**src/rtl/btn_pkg.sv**
```systemverilog
// Shared types and defaults for the push-button debouncer.
// Also provides a small max helper used when sizing counters.
package btn_pkg;

    typedef enum logic [1:0] {
        S_LOW  = 2'd0,
        S_RISE = 2'd1,
        S_HIGH = 2'd2,
        S_FALL = 2'd3
    } btn_db_state_t;

    localparam int unsigned BTN_DEBOUNCE_DEFAULT = 32'd500_000;
    localparam int unsigned BTN_HOLD_DEFAULT     = 32'd50_000_000;

    function automatic int unsigned btn_max(input int unsigned a, input int unsigned b);
        if (a > b) begin
            return a;
        end else begin
            return b;
        end
    endfunction

endpackage

```
**src/rtl/btn_sync2.sv**
```systemverilog
// Two-flop synchroniser for an asynchronous input.
// The reset value is a parameter so the output starts at the pin's idle level.
module btn_sync2 #(
    parameter logic RST_VAL = 1'b0
) (
    input  logic i_clk,
    input  logic i_rst_n,
    input  logic i_d,
    output logic o_q
);

    logic s1_q;
    logic s2_q;

    // Metastability filter: two back-to-back capture stages.
    always_ff @(posedge i_clk or negedge i_rst_n) begin
        if (!i_rst_n) begin
            s1_q <= RST_VAL;
            s2_q <= RST_VAL;
        end else begin
            s1_q <= i_d;
            s2_q <= s1_q;
        end
    end

    assign o_q = s2_q;

endmodule

```
**src/rtl/btn_debounce.sv**
```systemverilog
// Push-button debouncer: sync, polarity fix-up, counter-qualified level FSM.
// Define BTN_DEBOUNCE_HOLD_EN to add the long-press flag on o_hold.
module btn_debounce
    import btn_pkg::*;
#(
    parameter int unsigned DEBOUNCE_CYCLES = BTN_DEBOUNCE_DEFAULT,
    parameter bit          ACTIVE_LOW      = 1'b1,
    parameter int unsigned HOLD_CYCLES     = BTN_HOLD_DEFAULT
) (
    input  logic i_clk,
    input  logic i_rst_n,
    input  logic i_btn_raw,
    output logic o_signal,
    output logic o_busy,
    output logic o_hold
);

    localparam int CNT_W = $clog2(btn_max(DEBOUNCE_CYCLES, HOLD_CYCLES) + 32'd1);
    localparam logic [CNT_W-1:0] CNT_ZERO = {CNT_W{1'b0}};
    localparam logic [CNT_W-1:0] CNT_ONE  = CNT_W'(32'd1);
    localparam logic [CNT_W-1:0] DB_LAST  = CNT_W'(DEBOUNCE_CYCLES - 32'd1);
    localparam logic             IDLE_LVL = ACTIVE_LOW ? 1'b1 : 1'b0;

    btn_db_state_t    state_q, state_d;
    logic [CNT_W-1:0] cnt_q, cnt_d;
    logic             sync_s;
    logic             btn_in_s;
    logic             signal_d, busy_d, hold_d;
    logic             signal_q, busy_q, hold_q;

    btn_sync2 #(.RST_VAL(IDLE_LVL)) u_sync (
        .i_clk   (i_clk),
        .i_rst_n (i_rst_n),
        .i_d     (i_btn_raw),
        .o_q     (sync_s)
    );

    assign btn_in_s = ACTIVE_LOW ? ~sync_s : sync_s;

    // Next-state and qualification counter; cnt is cleared on every state entry.
    always_comb begin
        state_d = state_q;
        cnt_d   = cnt_q;
        case (state_q)
            S_LOW: begin
                if (btn_in_s) begin
                    state_d = S_RISE;
                    cnt_d   = CNT_ZERO;
                end else begin
                    state_d = S_LOW;
                end
            end
            S_RISE: begin
                if (!btn_in_s) begin
                    state_d = S_LOW;
                    cnt_d   = CNT_ZERO;
                end else if (cnt_q == DB_LAST) begin
                    state_d = S_HIGH;
                    cnt_d   = CNT_ZERO;
                end else begin
                    cnt_d   = cnt_q + CNT_ONE;
                end
            end
            S_HIGH: begin
                if (!btn_in_s) begin
                    state_d = S_FALL;
                    cnt_d   = CNT_ZERO;
                end else begin
                    state_d = S_HIGH;
                end
            end
            S_FALL: begin
                if (btn_in_s) begin
                    state_d = S_HIGH;
                    cnt_d   = CNT_ZERO;
                end else if (cnt_q == DB_LAST) begin
                    state_d = S_LOW;
                    cnt_d   = CNT_ZERO;
                end else begin
                    cnt_d   = cnt_q + CNT_ONE;
                end
            end
            default: begin
                state_d = S_LOW;
                cnt_d   = CNT_ZERO;
            end
        endcase
    end

    // Outputs are decoded from the next state so the registered copies track the state register.
    always_comb begin
        signal_d = (state_d == S_HIGH) || (state_d == S_FALL);
        busy_d   = (state_d == S_RISE) || (state_d == S_FALL);
    end

`ifdef BTN_DEBOUNCE_HOLD_EN
    localparam logic [CNT_W-1:0] HOLD_MAX = CNT_W'(HOLD_CYCLES);
    logic [CNT_W-1:0] hold_cnt_q, hold_cnt_d;

    // Hold counter: restarts on a fresh press, survives S_FALL glitches, saturates.
    always_comb begin
        hold_cnt_d = hold_cnt_q;
        if ((state_q == S_RISE) && (state_d == S_HIGH)) begin
            hold_cnt_d = CNT_ZERO;
        end else if (((state_q == S_HIGH) || (state_q == S_FALL)) && (hold_cnt_q != HOLD_MAX)) begin
            hold_cnt_d = hold_cnt_q + CNT_ONE;
        end else begin
            hold_cnt_d = hold_cnt_q;
        end
        hold_d = signal_d && (hold_cnt_d == HOLD_MAX);
    end

    // Hold counter register.
    always_ff @(posedge i_clk or negedge i_rst_n) begin
        if (!i_rst_n) begin
            hold_cnt_q <= CNT_ZERO;
        end else begin
            hold_cnt_q <= hold_cnt_d;
        end
    end
`else
    assign hold_d = 1'b0;
`endif

    // State, counter and output registers.
    always_ff @(posedge i_clk or negedge i_rst_n) begin
        if (!i_rst_n) begin
            state_q  <= S_LOW;
            cnt_q    <= CNT_ZERO;
            signal_q <= 1'b0;
            busy_q   <= 1'b0;
            hold_q   <= 1'b0;
        end else begin
            state_q  <= state_d;
            cnt_q    <= cnt_d;
            signal_q <= signal_d;
            busy_q   <= busy_d;
            hold_q   <= hold_d;
        end
    end

    assign o_signal = signal_q;
    assign o_busy   = busy_q;
    assign o_hold   = hold_q;

endmodule
```
**config.mk**
```make
export PLATFORM = sky130hd
export DESIGN_NAME = btn_debounce
export DESIGN_NICKNAME = d
export VERILOG_FILES = /design/src/rtl/btn_pkg.sv /design/src/rtl/btn_sync2.sv /design/src/rtl/btn_debounce.sv
export SDC_FILE = /design/constraint.sdc
export NUM_CORES = 1
export LEC_CHECK = 0
export CORE_ASPECT_RATIO = 2
export CORE_MARGIN = 2
export CORE_UTILIZATION = 62
export CTS_BUF_LIST = sky130_fd_sc_hd__clkbuf_2 sky130_fd_sc_hd__clkbuf_4 sky130_fd_sc_hd__clkbuf_8
export DETAILED_ROUTE_END_ITERATION = 8
export PLACE_DENSITY = 0.84
export SETUP_SLACK_MARGIN = 0.05
export SKIP_CTS_REPAIR_TIMING = 1
export SYNTH_ARGS = -nofsm -noshare
export SYNTH_HDL_FRONTEND = slang
export SYNTH_SLANG_ARGS = --single-unit
```
**constraint.sdc**
```tcl
create_clock -name i_clk -period 2.7 [get_ports i_clk]
set_input_delay 0.54 -clock i_clk [delete_from_list [all_inputs] [get_ports i_clk]]
set_output_delay 0.54 -clock i_clk [all_outputs]
set_load 0.02 [all_outputs]
```
Yosys cells after proc, flatten, opt, wreduce, memory -nomap -nowiden
Index checks and enable logic that the tools add are counted.

Register bits after elaboration: 32. Input port bits: 3. Output and inout bits: 3.

Add/subtract/negate cells: 1. Eq/ne operators: 9. Mux-type cells: 13. Reduce and logical (&&, ||, !) cells: 4.

Operators with widths (count): $mux W26 (5); $pmux W26 S4 (1); $add A26 B1 Y26 const B (1); $eq A26 B19 Y1 const B (1); $eq A2 B2 Y1 const B (4); $mux W2 (4); $pmux W2 S4 (1); $eq A2 B1 Y1 const B (2); $logic_not A2 Y1 (1); $logic_or A1 B1 Y1 (2); $mux W1 (2); $ne A2 B1 Y1 const B (1); $ne A2 B2 Y1 const B (1); $reduce_and A2 Y1 (1).

Depth between registers and ports, before layout
Word-level depth: 6. Mapped depth: 7. Gate-level depth less buffers: 6.

Modules after synthesis
A second synthesis with hierarchy kept.

Cell total of the unflattened synthesis: 183. Area total of the unflattened synthesis: 1682.9 um^2.

Modules (own cells, without submodules): btn_debounce (times used 1, cells each 181, area each 1630.3 um^2, sequential area each 725.7 um^2); btn_sync2 (times used 1, cells each 2, area each 52.6 um^2, sequential area each 52.6 um^2).

Least setup slack after synthesis
No wires, ideal clock.

Path kind: register -> register. From: register cnt_q[5]. To: register cnt_q[0]. Arrival: 1850 ps. Data required time: 2575 ps. Path slack: 726 ps. Cell stages (with the launch flop): 6. Period minus slack after synthesis: 1974 ps. Cell sequence: dfrtp_1 -> or4b_2 -> nor3_2 -> a21oi_2 -> buf_2 -> mux2_2.

Word-level cells in the longest chain between the ends: 4.

RTL lines: start: declaration (line btn_debounce.sv:25) `logic [CNT_W-1:0] cnt_q, cnt_d;`; start signal: assignment (line btn_debounce.sv:135) `cnt_q <= cnt_d;`; $eq A26 B19 Y1 * (line btn_debounce.sv:57, btn_debounce.sv:76); $mux W26 * (line btn_debounce.sv:57, btn_debounce.sv:76); $mux W26, on equally long branches (line btn_debounce.sv:73, btn_debounce.sv:54); $pmux W26 S4 * (line btn_debounce.sv:44) `case (state_q)`.

Every way passes the cells marked *; elsewhere a longest branch is shown, timed or not. A chain may end at the register's enable or synchronous reset.

Final worst setup path
From: register cnt_q[2]. To: register cnt_q[25].

Word-level cells in the longest chain between the ends: 4.

RTL lines (line): $add A26 B1 Y26 or $eq A26 B19 Y1 (tied branches); $mux W26 * (btn_debounce.sv:57, btn_debounce.sv:76); $mux W26, on equally long branches (btn_debounce.sv:73, btn_debounce.sv:54); $pmux W26 S4 * (btn_debounce.sv:44).

Marks and branches as above.

==> flow_metrics.tcl <==
set metrics [dict create \
    multi_input_area_um2 842 \
    switching_share_pct 21.6 \
    hold_viol 0 \
    yosysMostFrequentCell "dfrtp_1" \
    area_delta_synth_final_pct 9.14 \
    dp_hpwl_um 2630 \
    root_buffer "clkbuf_8" \
    drive_gt1_share_pct 12.2 \
    ant_nets 0 \
    comb_power_share_pct 5.7 \
    numPortBuffers 4 \
    finalClockSkew_ns 0.00520 \
    intPower_mw 0.731 \
    synth_fa_ha_area_share_pct 0.743 \
    grt_pass1_vias 1479 \
    crit_type "reg -> reg" \
    gp_congestion 0.849 \
    dieArea_um2 3170 \
    dominantRegCellSynth "dfrtp_1" \
    rows 26 \
    io_pins 6 \
    numCtsBuffers 5 \
    grt_pass1_wl_um 6360 \
    drtPass1Iterations 5 \
    placedCellCount 208 \
    cts_tree "yes" \
    synth_top_family_by_area "simple AND/OR/NAND/NOR gates" \
    synth_compound_area_share_pct 21.1 \
    status "completed" \
    clk_latency_ns 0.28 \
    finalSetupViolations 0 \
    finalMaxSlewViolations 0 \
    drc_errors 0 \
    grt_max_degree 45 \
    min_period_ns 2.19 \
    synthMuxAreaShare_pct 1.86 \
    placed_cell_area_um2 1730 \
    async_reset_ff_share_pct 100 \
    grt_setup_unrepaired "false" \
    cp.arrival_ns 2.34 \
    max_freq_mhz 456 \
    die_w_um 40.8 \
    floorplan.initialDensity_pct 65.5 \
    yosys.area_share.simple_pct 24.0 \
    synth-edff-count 0 \
    via_per_inst 6.96 \
    ys_ff_latch 31 \
    clock_sinks 31 \
    synth.distinct_cells 44 \
    regArea_um2 778 \
    drt_iter0_drc 68 \
    synth.area.top_cells "dfrtp_1, a31oi_1, nand2_1" \
    drt-total-wl_um 3850 \
    power_frac_clock_pct 43.2 \
    synth_xor_area_share_pct 2.08 \
    netlist_area_um2 1680 \
    overflow 0 \
    leakage_nw 0.723 \
    required_ns 2.84 \
    htree_levels 2 \
    num_vias 1504 \
    n_antenna_cell 0 \
    vdd_ir_drop_max_mv 0.442 \
    synthCells 183 \
    cp-end-kind "register" \
    layoutNonFillerInstCount 216 \
    maxCapViolCount 0 \
    yosys_warnings 0 \
    cts_buffer_depth 2 \
    hold-worst-slack_ns 0.366 \
    power_density_nw_per_um2 508 \
    syn_nets 187 \
    seqPwrFrac_pct 51.2 \
    worstMarginPinSlew_ns 0.503 \
    yosysTopAreaCellShare_pct 43.1 \
    path_clk_slew_ns 0.06 \
    yosys-top-cells-count "dfrtp_1, nand2_1, a31oi_1, a21oi_1, o21ai_0" \
    final_area_um2 1840 \
    die_h_um 77.7 \
    holdCritPathClass "reg -> reg" \
    grtUsageTotal_pct 28.5 \
    crit_fanout 7 \
    cp-start-kind "register" \
    nets 191 \
    core_um2 2570 \
    relSlewSlack_pct 66.2 \
    ys_seq_area_share_pct 46.2 \
    syn_avg_cell_area_um2 9.20 \
    grt_antenna_before_repair 0 \
    netSwitchingPower_mw 0.202 \
    fillerInstances 194 \
    detail_route.wl_per_cell_um 17.8 \
    synth_area_leader_cell "dfrtp_1" \
    period_share_pct 81.2 \
    setup_tns_ns 0 \
]
## state kept, by name, summed over array words and instances, names as in the netlist
name and flops:
state_q 1, o_signal 1, o_busy 1, cnt_q 26
u_sync.o_q 1, u_sync.s1_q 1
## final timing paths
check                                           start               endpoint  slack, ns  cells after the start
max in group asynchronous                     i_rst_n  u_sync.s1_q$_DFF_PN1_       1.73                      2
worst max-delay path             cnt_q[2]$_DFFE_PN0P_  cnt_q[25]$_DFFE_PN0P_       0.51                      5
min in group asynchronous                     i_rst_n  cnt_q[15]$_DFFE_PN0P_       0.65                      2
worst min register to register  u_sync.s1_q$_DFF_PN1_   u_sync.o_q$_DFF_PN1_       0.37                      0
worst max register to register   cnt_q[2]$_DFFE_PN0P_  cnt_q[25]$_DFFE_PN0P_       0.51                      5
worst min-delay path            u_sync.s1_q$_DFF_PN1_   u_sync.o_q$_DFF_PN1_       0.37                      0
## final cells by class
cell class	instances	area share [%]
inverters	4	0.817
well taps	28	1.91
flip-flops and latches	31	42.4
multi-input cells	138	45.8
repair buffers	7	3.41
clock buffers	8	5.65
## per-stage QoR
| stage | utilization [%] | total power [mW] | setup slack, ns |
|---|---|---|---|
| 2_1_floorplan | - | 0.516 | 0.726 |
| 3_3_place_gp | 67.4 | 0.536 | 0.637 |
| 5_1_grt | 71.5 | 0.967 | 0.422 |
| 6_report | 71.5 | 0.932 | 0.507 |
| 4_1_cts | 71.5 | 0.939 | 0.532 |
| 3_5_place_dp | 67.4 | 0.538 | 0.563 |
## cells in the final DEF (no fill, tap or decap), types with 3 or more instances in the layout
| cell type | n |
|---|---|
| dfrtp_1 | 29 |
| and2_1 | 4 |
| nor3_1 | 3 |
| clkdlybuf4s50_1 | 4 |
| clkbuf_8 | 7 |
| buf_4 | 3 |
| o21ai_0 | 12 |
| a31oi_1 | 15 |
| inv_1 | 4 |
| nor2_1 | 10 |
| nor4_1 | 6 |
| a41oi_1 | 3 |
| nand3_1 | 11 |
| a22o_1 | 4 |
| nand4_1 | 4 |
| a21oi_1 | 14 |
| or4_1 | 3 |
| nand2_1 | 19 |
## cells by family (layout without fill, tap and decap cells)
family | after synthesis | in the layout
AO/OA/AOI/OAI | 55 | 55
XOR/XNOR | 4 | 4
adder cells (fa/ha/maj) | 1 | 1
buffers and inverters | 14 | 19
flip-flops | 31 | 31
multiplexers | 3 | 3
other | 1 | 1
AND/OR/NAND/NOR | 74 | 74
## worst max-delay path, stage by stage, from the launching register on
cell and delay [ns]:
dfrtp_1 0.47, nand3_2 0.18, or4_1 0.67, or3_4 0.41, o21ai_0 0.20, a31oi_1 0.12
## routing by layer
metal	track usage [%]	up-vias	part of all wire (%)
met5	0	-	0
met4	14.0	0	3.0
met3	6.29	12	4.7
met2	46.9	62	56
met1	31.5	734	37
li1	-	696	-
## power groups by stage
stage	logic (mW)	clock network [mW]	registers [mW]
after floorplan	0.0311	0	0.485
after global placement	0.0510	0	0.485
after detailed placement	0.0526	0	0.485
after CTS	0.0527	0.409	0.477
after global routing	0.0592	0.430	0.478
final	0.0527	0.402	0.477
(Power assumes the default switching activity.)
